`config.mk`:
```
export PLATFORM = sky130hd
export DESIGN_NAME = seq_detector_param
export DESIGN_NICKNAME = d
export VERILOG_FILES = /design/src/rtl/seq_detector_param.sv
export SDC_FILE = /design/constraint.sdc
export NUM_CORES = 1
export LEC_CHECK = 0
export ABC_AREA = 1
export CAP_MARGIN = 5
export CORE_MARGIN = 2
export CORE_UTILIZATION = 54
export DETAILED_ROUTE_END_ITERATION = 16
export PLACE_DENSITY_LB_ADDON = 0.1
export SYNTH_ARGS = -nofsm -noshare
export SYNTH_HDL_FRONTEND = slang
export SYNTH_SLANG_ARGS = --single-unit
```
`constraint.sdc`:
```
create_clock -name clk -period 3.3 [get_ports clk]
set_input_delay 0.66 -clock clk [delete_from_list [all_inputs] [get_ports clk]]
set_output_delay 0.66 -clock clk [all_outputs]
set_load 0.005 [all_outputs]
```
`src/rtl/seq_detector_param.sv`:
```
// Programmable serial pattern detector: Mealy match flag, overlap/non-overlap modes, saturating match counter.
// Define SEQ_DET_MASK_EN to add a per-bit don't-care mask loaded alongside the pattern.
module seq_detector_param #(
    parameter int               PAT_W   = 4,
    parameter logic [PAT_W-1:0] PAT_RST = 4'b1011,
    parameter int               CNT_W   = 8
) (
    input  logic             clk,
    input  logic             reset,
    input  logic             data,
    input  logic             valid,
    input  logic [PAT_W-1:0] pattern,
    input  logic             pat_load,
    input  logic             overlap,
`ifdef SEQ_DET_MASK_EN
    input  logic [PAT_W-1:0] mask,
`endif
    output logic             detected,
    output logic [CNT_W-1:0] match_count,
    output logic             count_sat
);

    localparam int                FILL_W    = (PAT_W > 2) ? $clog2(PAT_W) : 1;
    localparam logic [FILL_W-1:0] FILL_FULL = FILL_W'(PAT_W - 1);
    localparam logic [CNT_W-1:0]  CNT_MAX   = '1;

    logic [PAT_W-1:0]  pat_reg;
    logic [PAT_W-2:0]  hist;
    logic [FILL_W-1:0] fill;
    logic [PAT_W-1:0]  window;
    logic              hit;

`ifdef SEQ_DET_MASK_EN
    logic [PAT_W-1:0]  mask_reg;
`endif

    // The candidate window is the stored history with the current bit appended as the newest (LSB).
    always_comb begin
        window = {hist, data};
`ifdef SEQ_DET_MASK_EN
        hit = (((window ^ pat_reg) & mask_reg) == '0);
`else
        hit = (window == pat_reg);
`endif
        detected = valid & ~reset & ~pat_load & (fill == FILL_FULL) & hit;
    end

    always_ff @(posedge clk) begin
        if (reset) begin
            pat_reg <= PAT_RST;
            hist    <= '0;
            fill    <= '0;
        end else if (pat_load) begin
            pat_reg <= pattern;
            hist    <= '0;
            fill    <= '0;
        end else if (valid) begin
            // A non-overlapping match consumes its bits, so the next match starts from an empty window.
            if (detected && !overlap) begin
                hist <= '0;
                fill <= '0;
            end else begin
                hist <= window[PAT_W-2:0];
                if (fill != FILL_FULL) begin
                    fill <= fill + FILL_W'(1);
                end
            end
        end
    end

`ifdef SEQ_DET_MASK_EN
    always_ff @(posedge clk) begin
        if (reset) begin
            mask_reg <= '1;
        end else if (pat_load) begin
            mask_reg <= mask;
        end
    end
`endif

    // Counter stops at all-ones; the sticky flag rises on the same edge the counter reaches it.
    always_ff @(posedge clk) begin
        if (reset) begin
            match_count <= '0;
            count_sat   <= 1'b0;
        end else if (detected && (match_count != CNT_MAX)) begin
            match_count <= match_count + CNT_W'(1);
            if ((match_count + CNT_W'(1)) == CNT_MAX) begin
                count_sat <= 1'b1;
            end
        end
    end

endmodule
```
* After elaboration in Yosys (flattened, before gate mapping) *
Cells that the tools add are included.

word-level totals
  register bits = 18
  bits of input ports = 10
  output and inout bits = 10
  word-level logic and storage cells = 28

operators by class
  $add $sub $neg = 2
  equal/unequal tests = 5
  mux-type cells = 3
  bitwise operators = 6
  reduce and logical (&&, ||, !) cells = 7

operator list
  kind                                                           number
  8-bit by 1-bit adder with 8-bit output, second input constant  1
  8-bit equality test, second input constant                     1
  8-bit != test, second input constant                           1
  1-bit AND                                                      4
  4-bit equality test                                            1
  2-bit two-way mux                                              2
  2-bit AND reduction                                            2
  3-bit two-way mux                                              1
  2-bit by 1-bit adder with 2-bit output, second input constant  1
  2-bit equality test, second input constant                     1
  1-bit logical AND                                              2
  2-bit != test, second input constant                           1
  1-bit NOT                                                      2
  2-bit nonzero test                                             1
  2-bit OR reduction                                             1
  1-bit zero test                                                1

* Logic depth before layout (Yosys ltp) *
  word-level depth = 8
  depth in mapped cells = 10
  mapped depth without buffers = 10

* Worst setup path before layout *
No wires, ideal clock.

  path kind = input-to-output
  start point = in reset
  end point = out detected
  arrival time = 1.282 ns
  data required time = 2.640 ns
  slack = 1.358 ns
  stages = 6
  path through = buf_4 -> nor2_8 -> nand2_2 -> nor2_2 -> nand3_2 -> inv_1

between the ends
  cells in the longest elaborated chain, start to end = 5

RTL lines
  item                     line  source
  start, declared          9     input logic reset,
  1-bit NOT                45    detected = valid & ~reset & ~pat_load & (fill == FILL_FULL) & hit;
  1-bit AND (4 in series)  45
  end, declared            18    output logic detected,

No other way between the ends.

* Worst setup path after layout *
  start point = in pat_load
  end point = out detected

between the ends
  cells in the longest elaborated chain, start to end = 4

RTL lines
  item                     line  source
  start, declared          13    input logic pat_load,
  1-bit NOT                45
  1-bit AND (3 in series)  45

No other way between the ends.

==> run metrics <==
startpoint-to-endpoint class of the critical path in2out; synthesized cell area 1030 um2; GRT Total Usage 21.8%; Worst Skew 0.00361 ns; flip-flop count of the largest register after layout 8; Post-Syn Nets 167; number of endpoints failing setup at the final stage 0; post-route fraction of the period consumed by the critical path 88.9%; number of cells upsized or downsized after cts 0; number of buffers inserted to repair setup after CTS 0; actual transition at the worst max-transition pin 0.259 ns; result of the run finished clean; buffer and inverter count on the worst path 3; peak supply drop 0.000178 V; most used flip-flop cell after synthesis dfxtp_1; CP max-delay cell clkdlybuf4s50_1; pin count of the biggest net entering global routing 12; Fin. Hold Viols 0; number of warnings printed during yosys synthesis 0; cell chosen for the clock root clkbuf_4; Diodes inserted 0; Worst Path Required 2.64 ns; first-iteration detailed-routing DRC count 16; pre-CTS setup slack 0.374 ns; Site Rows 15; gpl congestion 0.889; unrepaired setup endpoints after global routing false; critical-path maximum fanout 7; overall routed net length 2070 um; Critical Path AT 2.27 ns; number of nets at the end of the flow 191; fraction of final layout cells sized beyond drive strength 1 8.52%; count of filler cells inserted in the layout 171; antenna violations before repair 0; CP peak stage delay 0.51 ns; cell breakdown of the critical path clkdlybuf4s50_1 > nor2_8 > nand2_2 > nor2_2 > nand3_2 > inv_1 > clkdlybuf4s50_1; detailed placer's ending HPWL 1630 um; number of global-route vias before repair 885; Synth-to-Final Area Change 23.7%; clock network latency to the later pin of the worst-skew pair 0.29 ns; family of cells with the greatest summed delay on the critical path buffers and inverters; Post-synth EDFFs 0; die footprint 2270 um2; CP endpoint kind output port; total instance count after detailed placement 198; antenna violation net count after detailed routing 0; Remaining Overflow, GRT 0; buffers added on ports 19; fmax 341 MHz; Top-Level Pins 20; initial core utilization 58.4%; Worst-path clk slew 0.09 ns; post-layout utilization of the core 72.2%; floorplan die height 47.7 um; cell occurring most often along the worst timing path clkdlybuf4s50_1; number of vias after detailed routing 1001; DRC Markers 0; number of buffers created by CTS 3; portion of the post-synthesis area used by sequential elements 35.0%; vias per std cell 4.98; Slew headroom 82.7%; number of hold buffers added after cts 0; LEAKAGE 0.569 nW; count of max-cap constraint violations 0; Die Span X 47.7 um; clock period minus worst slack 2.93 ns; Avg Cell Area, Syn 6.69 um2; TritonCTS Sinks 18; wire length of the first global-routing pass 3510 um; CTS HTree Levels 1; launching element type of the critical path input port; Unique masters post-synth 23; kind of path behind the tightest hold check reg2reg; routed length per instance 10.3 um; asr flop ratio synth 0%; areal power density over the cells 298 nW/um2; number of slew-limit violations in the final report 0; flop and latch count out of synthesis 18; final-layout setup total negative slack 0 ns; placeable core area 1760 um2; Max Root-Sink Buffers 2; number of optimization iterations in the first detailed-route pass 4; setup slack of the critical path after layout 0.367 ns; cell count after synthesis 154; TritonCTS clock tree built; non-filler instance count after layout 201; post-layout total power 0.380 mW
-- placed cells by master (no fill, tap or decap), drive strengths merged --
cell           count
nand2             39
inv               24
nor2              22
clkdlybuf4s50     19
dfxtp             18
a21oi             15
o21ai             13
nand3             11
ha                 3
clkbuf             3
buf                3
xor2               2
nor3               1
o21bai             1
nand3b             1
nand4              1
-- layer usage --
| metal | GRT usage [%] | share of wire, % | vias to the layer above |
|---|---|---|---|
| met5 | 0 | 0 | - |
| met4 | 8.11 | 0.58 | 0 |
| met3 | 4.53 | 3.3 | 2 |
| met2 | 40.8 | 50 | 19 |
| met1 | 24.0 | 46 | 450 |
| li1 | - | - | 530 |
-- cell families after synthesis --
| group | after synthesis | synth area share, % |
|---|---|---|
| compound gates | 29 | 14.7 |
| simple gates | 75 | 34.0 |
| buf+inv | 27 | 10.9 |
| xor+xnor | 2 | 1.70 |
| flops | 18 | 35.0 |
| fa+ha+maj | 3 | 3.65 |
-- where the power goes --
group / internal, mW / switching [mW]
sequential: 0.223 / 0.00374
clock: 0.0424 / 0.0641
combinational: 0.0224 / 0.0242
-- worst paths after layout --
check	from	to	slack (ns)	cells past startpoint
min reg2reg	count_sat	count_sat	0.46	2
max	pat_load	detected	0.37	7
min	count_sat	count_sat	0.46	2
max reg2reg	match_count[0]	match_count[7]	1.66	9
-- synth_stat cells, types with 2 or more instances --
| cell | instances | area, um2 |
|---|---|---|
| nor2_1 | 18 | 67.6 |
| nor2_2 | 2 | 12.5 |
| a21oi_1 | 15 | 75.1 |
| nand2_1 | 38 | 143 |
| inv_1 | 23 | 86.3 |
| o21ai_0 | 12 | 60.1 |
| xor2_1 | 2 | 17.5 |
| ha_1 | 3 | 37.5 |
| dfxtp_1 | 18 | 360 |
| nand3_1 | 10 | 50.1 |
-- layout make-up --
| class | count | area, um2 | area share [%] |
|---|---|---|---|
| tap | 25 | 31.3 | 2.46 |
| clock buffer | 3 | 22.5 | 1.77 |
| inverter | 24 | 90.1 | 7.07 |
| timing repair buffer | 22 | 213 | 16.7 |
| multi-input combinational | 109 | 557 | 43.7 |
| sequential | 18 | 360 | 28.3 |
-- tightest hold or removal path: cells and delay by family (launching register included) --
family	cells	cell delay (ns)
flip-flops	1	0.32
AO/OA/AOI/OAI	1	0.05
buffers and inverters	1	0.05
-- metrics by stage --
step	hold WS, ns	instance area (um2)
after floorplan	0.447	1030
after global placement	0.437	1250
after detailed placement	0.448	1250
after CTS	0.462	1270
after global routing	0.499	1270
final	0.457	1270
No activity file was read; power rests on OpenSTA's default activity.
